===== src/rtl/rf_pkg.sv =====
// Shared definitions for the multiport register file and its scoreboard.
package rf_pkg;

   localparam int DW_DEF = 32;
   localparam int AW_DEF = 5;

   // Widest busy vector popcount accepts (AW up to 10).
   localparam int PC_W = 1024;

   typedef logic [AW_DEF-1:0] reg_addr_t;

   function automatic int unsigned popcount(input logic [PC_W-1:0] v);
      int unsigned n;
      n = 0;
      for (int k = 0; k < PC_W; k++) begin
         n = n + 32'(v[k]);
      end
      return n;
   endfunction

endpackage


===== src/rtl/rf_scoreboard.sv =====
// Pending-write scoreboard: one busy bit per register, set at issue and
// cleared at writeback. A same-cycle issue wins over a retiring write
// because the new producer is still outstanding.
module rf_scoreboard
   import rf_pkg::*;
#(
   parameter int AW       = AW_DEF,
   parameter int NW       = 1,
   parameter int ZERO_REG = 1
) (
   input  logic                clk,
   input  logic                rst,
   input  logic [NW-1:0]       wen,
   input  logic [NW*AW-1:0]    waddr,
   input  logic                iss_en,
   input  logic [AW-1:0]       iss_dst,
   output logic [(2**AW)-1:0]  busy,
   output logic [AW:0]         busy_cnt
);

   localparam int N = 2**AW;

   logic [N-1:0] busy_nxt;

   // Clears from writeback first, then the issue set so it takes priority.
   always_comb begin
      busy_nxt = busy;
      for (int j = 0; j < NW; j++) begin
         if (wen[j]) begin
            busy_nxt[waddr[j*AW +: AW]] = 1'b0;
         end
      end
      if (iss_en) begin
         busy_nxt[iss_dst] = 1'b1;
      end
      if (ZERO_REG != 0) begin
         busy_nxt[0] = 1'b0;
      end
   end

   // Busy vector and its count move together on the same edge.
   always_ff @(posedge clk or posedge rst) begin
      if (rst) begin
         busy     <= '0;
         busy_cnt <= '0;
      end else begin
         busy     <= busy_nxt;
         busy_cnt <= (AW+1)'(popcount(PC_W'(busy_nxt)));
      end
   end

endmodule


===== src/rtl/rf_multiport_sb.sv =====
// NR-read / NW-write register file with same-cycle write bypass, optional
// hardwired zero register and a pending-write scoreboard for decode stalls.
module rf_multiport_sb
   import rf_pkg::*;
#(
   parameter int DW       = DW_DEF,
   parameter int AW       = AW_DEF,
   parameter int NR       = 2,
   parameter int NW       = 1,
   parameter int ZERO_REG = 1
) (
   input  logic                clk,
   input  logic                rst,
   input  logic [NR*AW-1:0]    raddr,
   output logic [NR*DW-1:0]    rdata,
   output logic [NR-1:0]       rbusy,
   input  logic [NW*AW-1:0]    waddr,
   input  logic [NW*DW-1:0]    wdata,
   input  logic [NW-1:0]       wen,
   input  logic                iss_en,
   input  logic [AW-1:0]       iss_dst,
   output logic                stall,
   input  logic [NR-1:0]       rreq,
   output logic [AW:0]         busy_cnt
);

   localparam int N = 2**AW;

   logic [DW-1:0] regs [N];
   logic [N-1:0]  busy;

   rf_scoreboard #(
      .AW       (AW),
      .NW       (NW),
      .ZERO_REG (ZERO_REG)
   ) u_scoreboard (
      .clk      (clk),
      .rst      (rst),
      .wen      (wen),
      .waddr    (waddr),
      .iss_en   (iss_en),
      .iss_dst  (iss_dst),
      .busy     (busy),
      .busy_cnt (busy_cnt)
   );

   // Storage; ascending port loop lets the highest-indexed port win.
   always_ff @(posedge clk or posedge rst) begin
      if (rst) begin
         for (int k = 0; k < N; k++) begin
            regs[k] <= '0;
         end
      end else begin
         for (int j = 0; j < NW; j++) begin
            if (wen[j] && !((ZERO_REG != 0) && (waddr[j*AW +: AW] == '0))) begin
               regs[waddr[j*AW +: AW]] <= wdata[j*DW +: DW];
            end
         end
      end
   end

   // Read muxes with bypass; a bypassed operand is never reported busy
   // since the producer's value is on the write bus this cycle.
   always_comb begin
      logic [AW-1:0] ra;
      logic          hit;
      logic          zero_hit;
      logic [DW-1:0] val;
      rdata    = '0;
      rbusy    = '0;
      ra       = '0;
      hit      = 1'b0;
      zero_hit = 1'b0;
      val      = '0;
      for (int i = 0; i < NR; i++) begin
         ra       = raddr[i*AW +: AW];
         hit      = 1'b0;
         val      = regs[ra];
         zero_hit = (ZERO_REG != 0) && (ra == '0);
         for (int j = 0; j < NW; j++) begin
            if (wen[j] && (waddr[j*AW +: AW] == ra)) begin
               hit = 1'b1;
               val = wdata[j*DW +: DW];
            end
         end
         if (zero_hit || rst) begin
            val = '0;
         end
         rdata[i*DW +: DW] = val;
         rbusy[i]          = busy[ra] && !hit && !zero_hit && !rst;
      end
   end

   assign stall = |(rbusy & rreq);

endmodule


===== config.mk =====
export PLATFORM = sky130hd
export DESIGN_NAME = rf_multiport_sb
export DESIGN_NICKNAME = d
export VERILOG_FILES = /design/src/rtl/rf_pkg.sv /design/src/rtl/rf_scoreboard.sv /design/src/rtl/rf_multiport_sb.sv
export SDC_FILE = /design/constraint.sdc
export NUM_CORES = 2
export LEC_CHECK = 0
export ABC_CLOCK_PERIOD_IN_PS = 53600
export CAP_MARGIN = 10
export CORE_ASPECT_RATIO = 1.5
export CORE_MARGIN = 2
export CORE_UTILIZATION = 25
export DETAILED_ROUTE_END_ITERATION = 8
export GPL_TIMING_DRIVEN = 0
export PLACE_DENSITY = 0.49
export RECOVER_POWER = 25
export SLEW_MARGIN = 20
export SYNTH_ARGS = -nofsm -noshare
export SYNTH_HDL_FRONTEND = slang
export SYNTH_SLANG_ARGS = --single-unit

===== constraint.sdc =====
create_clock -name clk -period 53.6 [get_ports clk]
set_clock_uncertainty 0.2 [all_clocks]
set_input_delay 10.72 -clock clk [delete_from_list [all_inputs] [get_ports clk]]
set_output_delay 10.72 -clock clk [all_outputs]
set_load 0.02 [all_outputs]

== After elaboration in Yosys (flattened, before gate mapping) ==
Index checks and enable logic that the tools add are counted.

* Add/sub/neg operators: 30
* Order comparisons: 10
* Equality and inequality tests: 2
* Mux-type cells: 25
* Bitwise operators: 7
* Reductions and logical operators: 24

{| class="wikitable"
|+ Operators with widths
! kind !! number
|-
| 1024-bit bitwise mux || 1
|-
| 32-bit 2-to-1 mux || 11
|-
| 32-bit binary-select mux with 5-bit select || 2
|-
| 6-bit by 1-bit adder with 6-bit output || 29
|-
| 32-bit demux with 5-bit select || 1
|-
| 32-bit bitwise AND || 1
|-
| 32-bit inverter || 1
|-
| 32-bit bitwise OR || 1
|-
| 5-bit by 6-bit less-than comparator with 1-bit output (second input constant) || 4
|-
| 6-bit >= comparator (second input constant) || 3
|-
| 5-bit inverter with 6-bit output || 3
|-
| 5-bit logical NOT || 3
|-
| 1-bit logical AND || 12
|-
| 1-bit binary-select mux with 5-bit select || 2
|-
| 1-bit demux with 5-bit select || 2
|-
| 5-bit == test || 2
|-
| 5-bit by 1-bit >= comparator with 1-bit output (second input constant) || 2
|-
| 1-bit logical NOT || 6
|-
| 6-bit by 1-bit less-than comparator with 1-bit output (second input constant) || 1
|-
| 1-bit 2-to-1 mux || 6
|-
| 1-bit by 1-bit adder with 2-bit output || 1
|-
| 2-bit bitwise AND || 1
|-
| 1-bit logical OR || 2
|-
| 2-bit OR reduction || 1
|}

* Register bits: 1,061
* Input bits: 58
* Output and inout port bits: 73
* Word-level logic and storage cells: 132

== Depth between registers and ports, before layout ==
* Depth in word-level cells: 39
* Depth in mapped cells: 25
* Gate-level depth less buffers: 22

== By module ==
From an unflattened synthesis, not the netlist that was laid out.

* Cells, all modules: 4,319
* Area, all modules: 58,070.7 um^2

{| class="wikitable"
|+ By module, submodules not included
! module !! times used !! cells an instance !! area each (um^2) !! sequential area each (um^2)
|-
| rf_multiport_sb || 1 || 4,103 || 55,761.0 || 25,624.6
|-
| rf_scoreboard || 1 || 216 || 2,309.7 || 925.9
|}

== Least setup slack after synthesis ==
OpenSTA, ideal clock, no wires.

* Path type: in2out
* Start point: in rst
* End point: out rdata[62]
* Arrival time: 36.507 ns
* Required time: 42.680 ns
* Slack: 6.173 ns
* Cell stages on the path: 4
* Path buffers: 0
* Path through: inv_1 o211ai_1 o22ai_1 a22o_1

* Word-level cells in the longest chain between the ends: 2

{| class="wikitable"
|+ Ends and longest elaborated chain
! what !! line !! RTL
|-
| start, declared || rf_multiport_sb.sv:13 || <nowiki>input logic rst,</nowiki>
|-
| 1-bit logical OR || rf_multiport_sb.sv:86 || <nowiki>if (zero_hit || rst) begin</nowiki>
|-
| 32-bit 2-to-1 mux || rf_multiport_sb.sv:86 ||
|-
| end, declared || rf_multiport_sb.sv:15 || <nowiki>output logic [NR*DW-1:0] rdata,</nowiki>
|}

No other way between the ends.

== Final worst setup path ==
* Start point: in rst
* End point: out rdata[40]

The elaborated chain is that of the path after synthesis.

==> results.json <==
{
  "netlist.area_leader.share_pct": 46.22,
  "peakVddDrop_mv": 0.2168,
  "dp.final_hpwl_um": 182200,
  "min_from": "regs[1017]",
  "p_leak_nw": 28.44,
  "antenna_found_initial": 21,
  "ys_async_sr_fraction_pct": 100.0,
  "drc": 0,
  "grt_pass1_wl_um": 351100,
  "ys_seq_area_share_pct": 46.22,
  "routabilityCongestion": 0.8969,
  "seq_power_share_pct": 39.4,
  "htree_levels": 3,
  "p_total_mw": 2.728,
  "max_freq_mhz": 30.88,
  "fin_cells": 7255,
  "nets": 4212,
  "yosys-top-cells-area": "dfrtp_1, mux4_2, mux2_2",
  "worst_pin_slew_ns": 5.660,
  "power_density_nw_per_um2": 40.88,
  "required_ns": 42.68,
  "ant_nets": 0,
  "cts_setup_buffers": 0,
  "cts_sinks": 1061,
  "initial_core_util_pct": 25.12,
  "dieArea_um2": 233700,
  "drt_first_iter_violations": 3473,
  "switching_share_pct": 32.57,
  "yosysTopAreaCell": "dfrtp_1",
  "portBuffers": 122,
  "drv_cap": 8,
  "combPwrFrac_pct": 30.9,
  "finalSetupViolations": 0,
  "ctsHoldBuffers": 0,
  "io_pins": 131,
  "ys_types": 52,
  "dp_slack_ns": 26.96,
  "viasPerCell": 5.499,
  "final_core_util_pct": 29.19,
  "crit_start": "rst",
  "cp-start-kind": "input pin",
  "syn_avg_cell_area_um2": 14.87,
  "numCtsBuffers": 108,
  "grt_pass1_vias": 41050,
  "slew_headroom_pct": -277.3,
  "period_needed_ns": 32.39,
  "clock_latency_ns": 0.74,
  "cts_tree": "built",
  "synth_seq_cells": 1061,
  "grt_use_met1_pct": 25.57,
  "status": "finished with violations",
  "area_growth_pct": 16.17,
  "drtPass1Iterations": 7,
  "core-area_um2": 228700,
  "period_share_pct": 60.42,
  "fin_ws_ns": 21.21,
  "die_y_um": 591.1,
  "grt-ovfl-total": 0,
  "grt_util_all_layers_pct": 21.79,
  "rows": 215,
  "holdWs_ns": 0.2769,
  "crit_path_end_kind": "output port",
  "dr_total_vias": 39900,
  "synth_flop_cell": "dfrtp_1",
  "drive_gt1_share_pct": 42.87,
  "hold_path_class": "register to register",
  "ctsRootBufferMaster": "clkbuf_16",
  "p_switching_uw": 888.8,
  "wl_um": 259900,
  "maxSlewViolCount": 672,
  "use_met3_pct": 4.497,
  "p_int_mw": 1.840,
  "arrival_ns": 21.47,
  "dp_cells": 7050,
  "synth_common_cells": "dfrtp_1, mux2_2, mux4_2",
  "netlist_area_um2": 57440,
  "r2r_start": "u_scoreboard.busy[1]",
  "busiest_layer": "met2",
  "grt_max_degree": 101,
  "gr-usage-met2_pct": 35.91,
  "violations": "max-capacitance violations, max-slew violations",
  "die_x_um": 395.4,
  "cts.repair.resized": 0,
  "clk_pin_slew_ns": 0.06,
  "yosysWarnings": 0,
  "worst-setup-path-type": "input pin to output port",
  "syn_nets": 3954,
  "syn-instance-count": 3864,
  "synth_edf_count": 0,
  "cts_buffer_depth": 3,
  "rsz0062_at_grt": "false",
  "power_frac_clock_pct": 29.6,
  "drt-wirelength-per-cell_um": 35.83,
  "cp_max_fo": 89,
  "synthMostInstantiatedCell": "dfrtp_1",
  "hold_violations": 0
}
-- registers in the layout, summed over array words and instances (netlist names) --
register and count:
u_scoreboard.busy 31, regs 1024, u_scoreboard.busy_cnt 6
-- path summary, 6_finish.rpt --
kind	endpoint	slack (ns)	cells past startpoint
worst min register to register	regs[1017]	0.28	1
min in group asynchronous	u_scoreboard.busy_cnt[2]	11.53	2
worst max-delay path	rdata[40]	21.21	8
max in group asynchronous	regs[813]	31.42	4
worst min-delay path	regs[1017]	0.28	1
worst max register to register	u_scoreboard.busy_cnt[4]	48.15	19
-- metal layers --
| metal | part of all wire [%] | vias up |
|---|---|---|
| met2 | 48 | 2039 |
| met1 | 37 | 21640 |
| met4 | 8.0 | 12 |
| met5 | 0.031 | - |
| met3 | 7.0 | 699 |
| li1 | - | 15510 |
-- critical path, stage by stage --
cell	delay, ns
dlygate4sd3_1	0.69
clkinvlp_2	2.14
clkbuf_1	3.68
o211ai_1	1.74
clkbuf_2	0.73
a21oi_1	0.48
a221o_1	0.47
clkdlybuf4s50_1	0.70
-- through the flow --
step           setup TNS, ns  cell area (um2)
6_report                   0            66740
4_1_cts                    0            66870
2_1_floorplan              0            57440
5_1_grt                    0            66720
3_5_place_dp               0            63210
3_3_place_gp        -1650.62            62470
-- placed cells by master, fill, tap and decap left out, types with 26 or more instances in the layout --
master              n
a21oi_1            46
a221o_1            41
a221oi_1          101
a22oi_1            58
buf_1              26
buf_2             124
buf_4              27
clkbuf_1          217
clkbuf_16         108
clkbuf_2           57
clkbuf_8           31
clkdlybuf4s50_1   119
dfrtp_1          1061
inv_1              49
mux2_1             91
mux2_2            904
mux2i_1           239
mux4_2            474
nand2_1            52
nor2_1             48
o21ai_0            35
-- power groups by stage --
| stage | combinational [mW] | clock [mW] | sequential [mW] |
|---|---|---|---|
| global route | 0.934 | 0.846 | 1.09 |
| CTS | 0.864 | 0.818 | 1.07 |
| floorplan | 0.599 | 0 | 1.05 |
| global placement | 0.842 | 0 | 1.08 |
| detailed placement | 0.857 | 0 | 1.09 |
| finish | 0.844 | 0.809 | 1.08 |
-- cell type report --
| class | instances | area, um2 |
|---|---|---|
| inverters | 57 | 215.2 |
| fillers | 23320 | 161900 |
| plain buffers | 433 | 2043 |
| clock buffers | 161 | 3212 |
| clock inverters | 35 | 449.2 |
| diodes | 9 | 22.52 |
| flip-flops and latches | 1061 | 26550 |
| multi-input cells | 2313 | 28790 |
| well taps | 3038 | 3801 |
| repair buffers | 148 | 1652 |
-- kinds of logic after synthesis --
group / share of synthesized area (%)
mux: 42.25
flops: 46.22
buf+inv: 3.701
compound gates: 5.373
simple gates: 1.257
fa+ha+maj: 0.9976
xor+xnor: 0.1982
No activity file was read; power rests on OpenSTA's default activity.
